`src/rtl/median_filter_param_pkg.sv`:
```
// Shared types and the width-agnostic compare used by the parametrised median filter.
// The compare takes zero-extended operands and biases the sign bit for signed order.
package median_filter_pkg;

  typedef enum logic [1:0] {
    ST_IDLE   = 2'd0,
    ST_SORT   = 2'd1,
    ST_OUTPUT = 2'd2
  } state_t;

  localparam logic [1:0] RANK_MIN = 2'd0;
  localparam logic [1:0] RANK_MED = 2'd1;
  localparam logic [1:0] RANK_MAX = 2'd2;

  // Flipping bit (width-1) maps two's-complement order onto unsigned order.
  function automatic logic median_le(input logic [31:0] a, input logic [31:0] b,
                                     input logic is_signed, input int width);
    logic [31:0] bias;
    bias = is_signed ? (32'd1 << (width - 1)) : 32'd0;
    return (a ^ bias) <= (b ^ bias);
  endfunction

endpackage

```
`src/rtl/median_filter_param_if.sv`:
```
// Sample/result bundle of the median filter; master drives samples, slave is the filter.
interface median_filter_param_if #(
  parameter int WIDTH = 16
);
  logic             enable;
  logic [WIDTH-1:0] in;
  logic [1:0]       rank_sel;
  logic             clear;
  logic             busy;
  logic             overrun;
  logic             out_enable;
  logic [WIDTH-1:0] out;

  modport master (
    output enable, in, rank_sel, clear,
    input  busy, overrun, out_enable, out
  );

  modport slave (
    input  enable, in, rank_sel, clear,
    output busy, overrun, out_enable, out
  );
endinterface

```
`src/rtl/median_filter_param_cmp_swap.sv`:
```
// Combinational compare-exchange cell: lo gets the smaller operand, equal operands keep order.
module median_cmp_swap
  import median_filter_pkg::*;
#(
  parameter int WIDTH  = 16,
  parameter int SIGNED = 0
) (
  input  logic [WIDTH-1:0] a,
  input  logic [WIDTH-1:0] b,
  output logic [WIDTH-1:0] lo,
  output logic [WIDTH-1:0] hi
);
  logic a_le_b;

  assign a_le_b = median_le(32'(a), 32'(b), SIGNED != 0, WIDTH);
  assign lo     = a_le_b ? a : b;
  assign hi     = a_le_b ? b : a;
endmodule

```
`src/rtl/median_filter_param.sv`:
```
// Sliding-window rank filter: snapshot on a full window, DEPTH odd-even transposition
// stages, then min/median/max registered out with a one-cycle strobe.
module median_filter_param
  import median_filter_pkg::*;
#(
  parameter int WIDTH  = 16,
  parameter int DEPTH  = 11,
  parameter int SIGNED = 0
) (
  input  logic                  ck100m,
  input  logic                  srst_n,
  median_filter_param_if.slave  bus
);
  localparam int CW = $clog2(DEPTH + 1);

  if (DEPTH % 2 == 0 || DEPTH < 3 || DEPTH > 31) begin : g_bad_depth
    $error("median_filter_param: DEPTH must be odd and within 3..31");
  end
  if (WIDTH < 2 || WIDTH > 32) begin : g_bad_width
    $error("median_filter_param: WIDTH must be within 2..32");
  end

  typedef logic [WIDTH-1:0] word_t;

  // Only DEPTH-1 past samples are stored; the live sample completes the window.
  word_t         win_q  [DEPTH-1];
  word_t         win_d  [DEPTH-1];
  word_t         sort_q [DEPTH];
  word_t         sort_d [DEPTH];
  word_t         even_res [DEPTH];
  word_t         odd_res  [DEPTH];
  logic [CW-1:0] fill_q, fill_d, stage_q, stage_d;
  state_t        state_q, state_d;
  logic [1:0]    rank_q, rank_d;
  logic          overrun_q, overrun_d, oen_q, oen_d;
  word_t         out_q, out_d;
  logic          full;

  for (genvar gi = 0; gi < DEPTH / 2; gi++) begin : g_pairs
    median_cmp_swap #(.WIDTH(WIDTH), .SIGNED(SIGNED)) u_even (
      .a(sort_q[2*gi]), .b(sort_q[2*gi+1]),
      .lo(even_res[2*gi]), .hi(even_res[2*gi+1])
    );
    median_cmp_swap #(.WIDTH(WIDTH), .SIGNED(SIGNED)) u_odd (
      .a(sort_q[2*gi+1]), .b(sort_q[2*gi+2]),
      .lo(odd_res[2*gi+1]), .hi(odd_res[2*gi+2])
    );
  end
  assign even_res[DEPTH-1] = sort_q[DEPTH-1];
  assign odd_res[0]        = sort_q[0];

  assign full = (fill_q >= CW'(DEPTH - 1));

  always_comb begin
    win_d     = win_q;
    sort_d    = sort_q;
    fill_d    = fill_q;
    stage_d   = stage_q;
    state_d   = state_q;
    rank_d    = rank_q;
    overrun_d = 1'b0;
    oen_d     = 1'b0;
    out_d     = out_q;

    if (bus.clear) begin
      for (int i = 0; i < DEPTH - 1; i++) win_d[i] = '0;
      fill_d  = '0;
      state_d = ST_IDLE;
    end else begin
      if (bus.enable) begin
        win_d[0] = bus.in;
        for (int i = 1; i < DEPTH - 1; i++) win_d[i] = win_q[i-1];
        if (fill_q != CW'(DEPTH)) fill_d = fill_q + 1'b1;
      end

      case (state_q)
        ST_IDLE: begin
          if (bus.enable && full) begin
            sort_d[0] = bus.in;
            for (int i = 1; i < DEPTH; i++) sort_d[i] = win_q[i-1];
            rank_d  = bus.rank_sel;
            stage_d = '0;
            state_d = ST_SORT;
          end
        end
        ST_SORT: begin
          overrun_d = bus.enable;
          if (stage_q[0]) sort_d = odd_res;
          else            sort_d = even_res;
          if (stage_q == CW'(DEPTH - 1)) state_d = ST_OUTPUT;
          else                           stage_d = stage_q + 1'b1;
        end
        ST_OUTPUT: begin
          overrun_d = bus.enable;
          case (rank_q)
            RANK_MIN: out_d = sort_q[0];
            RANK_MAX: out_d = sort_q[DEPTH-1];
            default:  out_d = sort_q[DEPTH/2];
          endcase
          oen_d   = 1'b1;
          state_d = ST_IDLE;
        end
        default: state_d = ST_IDLE;
      endcase
    end
  end

  always_ff @(posedge ck100m or negedge srst_n) begin
    if (!srst_n) begin
      for (int i = 0; i < DEPTH - 1; i++) win_q[i] <= '0;
      for (int i = 0; i < DEPTH; i++) sort_q[i] <= '0;
      fill_q    <= '0;
      stage_q   <= '0;
      state_q   <= ST_IDLE;
      rank_q    <= RANK_MED;
      overrun_q <= 1'b0;
      oen_q     <= 1'b0;
      out_q     <= '0;
    end else begin
      win_q     <= win_d;
      sort_q    <= sort_d;
      fill_q    <= fill_d;
      stage_q   <= stage_d;
      state_q   <= state_d;
      rank_q    <= rank_d;
      overrun_q <= overrun_d;
      oen_q     <= oen_d;
      out_q     <= out_d;
    end
  end

  assign bus.busy       = (state_q != ST_IDLE);
  assign bus.overrun    = overrun_q;
  assign bus.out_enable = oen_q;
  assign bus.out        = out_q;
endmodule

```
`src/flat_wrapper.sv`:
```
// flat-port wrapper written by rule: the top's interface ports become plain ports
module median_filter_param_flat import median_filter_pkg::*;
#(
  parameter int WIDTH  = 16,
  parameter int DEPTH  = 11,
  parameter int SIGNED = 0
)
  (ck100m, srst_n, bus_enable, bus_in, bus_rank_sel, bus_clear, bus_busy, bus_overrun, bus_out_enable, bus_out);
  median_filter_param_if #(.WIDTH(WIDTH)) bus_i ();
  input  logic ck100m;
  input  logic srst_n;
  input wire logic [$bits(bus_i.enable)-1:0] bus_enable;
  input wire logic [$bits(bus_i.in)-1:0] bus_in;
  input wire logic [$bits(bus_i.rank_sel)-1:0] bus_rank_sel;
  input wire logic [$bits(bus_i.clear)-1:0] bus_clear;
  output wire logic [$bits(bus_i.busy)-1:0] bus_busy;
  output wire logic [$bits(bus_i.overrun)-1:0] bus_overrun;
  output wire logic [$bits(bus_i.out_enable)-1:0] bus_out_enable;
  output wire logic [$bits(bus_i.out)-1:0] bus_out;
  assign bus_i.enable = bus_enable;
  assign bus_i.in = bus_in;
  assign bus_i.rank_sel = bus_rank_sel;
  assign bus_i.clear = bus_clear;
  assign bus_busy = bus_i.busy;
  assign bus_overrun = bus_i.overrun;
  assign bus_out_enable = bus_i.out_enable;
  assign bus_out = bus_i.out;
  median_filter_param #(.WIDTH(WIDTH), .DEPTH(DEPTH), .SIGNED(SIGNED)) u_core (.ck100m(ck100m), .srst_n(srst_n), .bus(bus_i));
endmodule
```
`config.mk`:
```
export PLATFORM = sky130hd
export DESIGN_NAME = median_filter_param_flat
export DESIGN_NICKNAME = d
export VERILOG_FILES = /design/src/rtl/median_filter_param_pkg.sv /design/src/rtl/median_filter_param_if.sv /design/src/rtl/median_filter_param_cmp_swap.sv /design/src/rtl/median_filter_param.sv /design/src/flat_wrapper.sv
export SDC_FILE = /design/constraint.sdc
export NUM_CORES = 1
export LEC_CHECK = 0
export BUFFER_PORTS_ARGS = -buffer_cell sky130_fd_sc_hd__buf_2
export CORE_MARGIN = 1
export CORE_UTILIZATION = 30
export DETAILED_ROUTE_END_ITERATION = 6
export GPL_ROUTABILITY_DRIVEN = 0
export PLACE_DENSITY_LB_ADDON = 0.2
export SYNTH_ARGS = -nofsm -noshare
export SYNTH_HDL_FRONTEND = slang
export SYNTH_HIERARCHICAL = 1
export SYNTH_SLANG_ARGS = --single-unit
```
`constraint.sdc`:
```
create_clock -name ck100m -period 2.4 [get_ports ck100m]
set_input_delay 0.24 -clock ck100m [delete_from_list [all_inputs] [get_ports ck100m]]
set_output_delay 0.24 -clock ck100m [all_outputs]
set_load 0.02 [all_outputs]
```
== Word level (Yosys, flattened, before mapping) ==
Index checks and enable logic that the tools add are counted.
Cells by class
  add/subtract/negate cells: 2
  magnitude comparators: 11
  equality and inequality tests: 23
  multiplexer cells: 40
  bitwise logic cells: 1
  reduce and logical (&&, ||, !) cells: 24
Operators by type and width (number)
  $mux 176: 2
  $pmux 176 s2: 1
  $mux 16: 20
  $mux 160: 2
  $le 16x16->1: 10
  $reduce_and 5->1: 11
  $pmux 16 s2: 1
  $ne 3x2->1 const B: 7
  $mux 4: 5
  $ne 3x3->1 const B: 5
  $add 4x1->4 const B: 2
  $ne 2x2->1 const B: 4
  $pmux 4 s2: 1
  $reduce_bool 2->1: 4
  $mux 2: 3
  $reduce_and 2->1: 3
  $eq 2x2->1 const B: 2
  $eq 4x4->1 const B: 1
  $ge 4x4->1 const B: 1
  $logic_not 2->1: 2
  $mux 1: 4
  $ne 2x1->1 const B: 2
  $ne 4x4->1 const B: 1
  $pmux 2 s2: 1
  other kinds (6): 6
Storage, ports and cells
  register bits: 366
  output and inout bits: 19
  word-level logic and storage cells: 129

== Depth between registers and ports, before layout ==
  depth after elaboration: 5
  depth in mapped cells: 13
  depth with buffers taken out: 11

== By module ==
Netlist, hierarchy kept.
By module, submodules not included
  median_filter_param: instances 1, cells each 1826, area each 17679.5 um2, seq. area each 9160.0 um2
  median_cmp_swap: instances 10, cells each 237, area each 1546.5 um2, seq. area each 0.0 um2

== Least setup slack after synthesis ==
Ideal clock, no wire load.
  kind: register -> register
  start point: register u_core/sort_q[93] (netlist bit)
  end point: register u_core/sort_q[96] (netlist bit)
  library setup time: 0.135 ns
  arrival time: 2.371 ns
  path slack: -0.105 ns
  cell stages (with the launch flop): 13
  buffers on the path: 1
  clock period less this slack: 2.505 ns
  cell sequence: dfrtp_1 -> inv_1 -> ha_1 -> nand4_2 -> o21bai_1 -> or3_1 -> buf_2 -> o311ai_1 -> o211ai_1 -> mux2i_1 -> nand2_1 -> o21ai_0 -> o21ai_0
Between the ends
  word-level cells in the longest chain between the ends: 3
Ends and longest elaborated chain
  start, declared: RTL line median_filter_param.sv:28  | word_t sort_q [DEPTH];
  start signal, assigned: RTL line median_filter_param.sv:121  | sort_q <= sort_d;
  $le 16x16->1: RTL line median_filter_param_pkg.sv:20  | return (a ^ bias) <= (b ^ bias);
  $ne 3x2->1 (no line)
  $reduce_and 5->1 (no line)
Every way passes these cells.
A chain may end at the register's enable or synchronous reset.

== Worst setup path after layout ==
  start point: register u_core/sort_q[159] (netlist bit)
  end point: register u_core/sort_q[154] (netlist bit)
Between the ends
  word-level cells in the longest chain between the ends: 3
  elaborated cells between the ends (all ways): 5
Ends and longest elaborated chain (RTL line)
  $le 16x16->1: median_filter_param_pkg.sv:20
  $ne 3x2->1 (no line) / $ne 3x3->1 (equally long branches)
  $reduce_and 5->1 (no line) (*)
Every way passes the cells marked *; elsewhere a longest branch is shown, timed or not.

==> results.cfg <==
[layout]
fin_nets = 5162
fillCellCount = 10100
areaGrowthSynthToFinish_pct = 58.7
final_util_pct = 48.2
layout-drive-gt1-share_pct = 39.6
seq_area_um2 = 9260
final_cell_area_um2 = 52600
insertedDiodeCount = 0
multi_input_area_um2 = 27100

[synthesis]
synth_edf_count = 0
yosys_most_used_dff = dfrtp_1
synth_area_per_cell_um2 = 7.90
ys_seq_area_share_pct = 27.6
synthCells = 4196
synth-compound-area-share_pct = 20.8
syn-num-nets = 4386
synthArstFlopShare_pct = 100
synth_fa_ha_area_share_pct = 6.34
synth-seq-cells = 366
synth_top_family_by_area = simple AND/OR/NAND/NOR gates
netlist_area_um2 = 33100
synthSimpleGateAreaFrac_pct = 26.8
yosysWarnings = 6
synth_xor_area_share_pct = 0.106
synth.distinct_cells = 52
synthMuxAreaShare_pct = 9.83

[placement]
hpwl_um = 100000
dpl_cell_area_um2 = 41400
port_buffers = 40

[setup_path]
critPathMaxStageDelay_ns = 0.48
critPathRequiredTime_ns = 2.95
critical_path_class = flip-flop to flip-flop
crit_fanout = 7
crit_chain = inv_2 -> ha_4 -> nand4_4 -> buf_12 -> nor4_4 -> buf_6 -> buf_6 -> o21a_4 -> buf_12 -> buf_4 -> o311ai_4 -> o211ai_1 -> mux2i_1 -> nand2_1 -> o21ai_1 -> o21ai_1
crit_path_start_kind = flip-flop
critPathArrivalTime_ns = 3.36
cp_slowest_cell = dfrtp_2
r2r_cells = 16
endpoint_kind = flip-flop

[outcome]
violations = setup timing
status = finished with violations

[global_routing]
overflow = 0
grt_pass1_vias = 35700
antenna_found_initial = 2
track_usage_pct = 25.6
grt_first_pass_wirelength_um = 226000
grt_start_max_net_pins = 109

[floorplan]
dieArea_um2 = 112000
num_rows = 121
core_um2 = 109000
die_w_um = 334
die_h_um = 334
ios = 41
floorplan.initialDensity_pct = 30.4

[sta]
min_period_ns = 2.82
finalHoldViolations = 0
worst_slew_pin_slew_ns = 0.928
clock_skew_ns = 0.0248
setup_ws_ns = -0.416
setup_viol = 176
rsz0062_at_grt = yes
holdWs_ns = 0.0449
slew_headroom_pct = 38.1
fin_setup_tns_ns = -47.93
drv_slew = 0
fmax_mhz = 355
finalCritPeriodShare_pct = 117

[clock_tree]
clock-sinks = 366
clkTransAtPathRegs_ns = 0.07
cts_tree = done
clockRootBuffer = clkbuf_16
htreeDepth = 2
numCtsBuffers = 48
cts.path.max_buffers = 3
clk_latency_ns = 0.63

[routing]
drt_iter0_drc = 3740
via_per_inst = 5.98
drt_wl_total_um = 156000
drt_first_pass_iters = 6
ant_nets = 0
drc = 0
vias = 38800
routedWlPerCell_um = 24.1

[min_path]
hold_path_class = input pin to flip-flop
hold_depth = 3

[power]
vdd_drop_max_mv = 0.432
leakage_nw = 20.1
power_density_nw_per_um2 = 286

[run]
drv_cap = 0
-- final cells by class --
cell class,count,share of cell area [%]
multi-input cells,3216,51.6
repair buffers,1164,22.7
flip-flops and latches,366,17.6
well taps,1476,3.51
clock buffers,55,2.47
inverters,176,1.29
clock inverters,32,0.809
-- synth_stat cells, types with 16 or more instances --
cell	instances	area, um^2
buf_6	26	293
nand2b_1	16	100
ha_1	168	2100
o21ai_1	44	220
a21oi_1	143	716
nor2b_1	33	206
inv_1	176	661
nand4_1	22	138
dfrtp_1	365	9130
o311ai_1	300	2630
nand2_1	371	1390
mux2i_1	322	3220
o311ai_0	20	175
nor4_1	160	1000
buf_2	87	435
o21ai_0	314	1570
nor2_1	203	762
clkbuf_1	300	1130
nor4b_1	160	1400
nand3_1	643	3220
o211ai_1	160	1200
buf_4	31	233
-- flip-flops by register name, summed over array words and instances, names as in the netlist --
signal and flops:
u_core/bus.out 16, u_core/bus.out_enable 1, u_core/bus.overrun 1, u_core/even_res 16, u_core/fill_q 4, u_core/odd_res 16
u_core/rank_q 2, u_core/sort_q 144, u_core/stage_q 4, u_core/state_q 2, u_core/win_q 160
-- power breakdown --
part	switching, W	total (W)	internal [W]
Combinational	0.000414	0.000627	0.000213
Clock	0.00328	0.00814	0.00486
Sequential	0.0000600	0.00626	0.00620
Total	0.00375	0.0150	0.0113
-- per-stage QoR --
step                      setup slack, ns  total power (W)  cells
after floorplan                   -0.0116          0.00660   4196
after global placement             -0.439          0.00692   6111
after detailed placement           -0.483          0.00693   6111
after CTS                          -0.354           0.0152   6335
after global routing               -0.531           0.0155   6485
final                              -0.416           0.0150   6485
-- logic make-up after synthesis --
group | Yosys count
and+or+nand+nor | 1675
AOI/OAI and AO/OA | 1028
buffers and inverters | 630
DFF | 366
muxes | 325
adders and majority gates | 168
xor gates and xnor gates | 4
-- critical path: cells and delay by family (launching register included) --
kind | cells | cell delay, ns
AO/OA/AOI/OAI | 5 | 0.65
buffers and inverters | 6 | 0.82
AND/OR/NAND/NOR | 3 | 0.36
flip-flops | 1 | 0.48
adder cells (fa/ha/maj) | 1 | 0.30
multiplexers | 1 | 0.12
-- cells in the final DEF (no fill, tap or decap), types with 24 or more instances in the layout --
cell type,count
a21oi_1,91
a21oi_2,45
buf_12,105
buf_16,24
buf_2,37
buf_4,747
buf_6,168
buf_8,29
clkbuf_16,81
dfrtp_1,287
dfrtp_2,77
ha_1,93
ha_4,72
inv_1,99
inv_2,70
mux2i_1,319
nand2_1,359
nand3_1,570
nand3_2,73
nor2_1,200
nor2b_1,32
nor4_1,159
nor4b_1,160
o211ai_1,160
o21ai_0,75
o21ai_1,262
o311ai_1,75
o311ai_2,79
o311ai_4,166
-- repair_timing --
action / in CTS / in global routing
buffers inserted: 72 / 120
resized for setup: 562 / 745
pin swaps: 227 / 415
hold buffers: 20 / 0
endpoints found under the hold margin: 209 / 0
setup endpoints to repair: 176 / 176
gates cloned: 47 / 44
-- layer usage --
layer / global-route usage, % / vias up / share of wire [%]
met5: 0 / - / 0
met4: 7.36 / 0 / 3.4
met3: 3.42 / 328 / 6.7
met2: 40.9 / 1604 / 46
met1: 35.7 / 19200 / 44
li1: - / 17600 / -
-- worst paths after layout --
| check | startpoint | to | slack (ns) |
|---|---|---|---|
| setup / recovery | u_core/sort_q[159]$_DFFE_PN0P_ | u_core/sort_q[154]$_DFFE_PN0P_ | -0.42 |
| hold / removal | bus_enable | u_core/win_q[114]$_DFFE_PN0P_ | 0.04 |
| setup reg to reg | u_core/sort_q[159]$_DFFE_PN0P_ | u_core/sort_q[154]$_DFFE_PN0P_ | -0.42 |
| hold reg to reg | u_core/bus.out[1]$_DFFE_PN0P_ | u_core/bus.out[1]$_DFFE_PN0P_ | 0.47 |
| max in group asynchronous | srst_n | u_core/sort_q[104]$_DFFE_PN0P_ | 1.40 |
| min in group asynchronous | srst_n | u_core/sort_q[146]$_DFFE_PN0P_ | 0.13 |
Power figures use the tool's default switching activity.
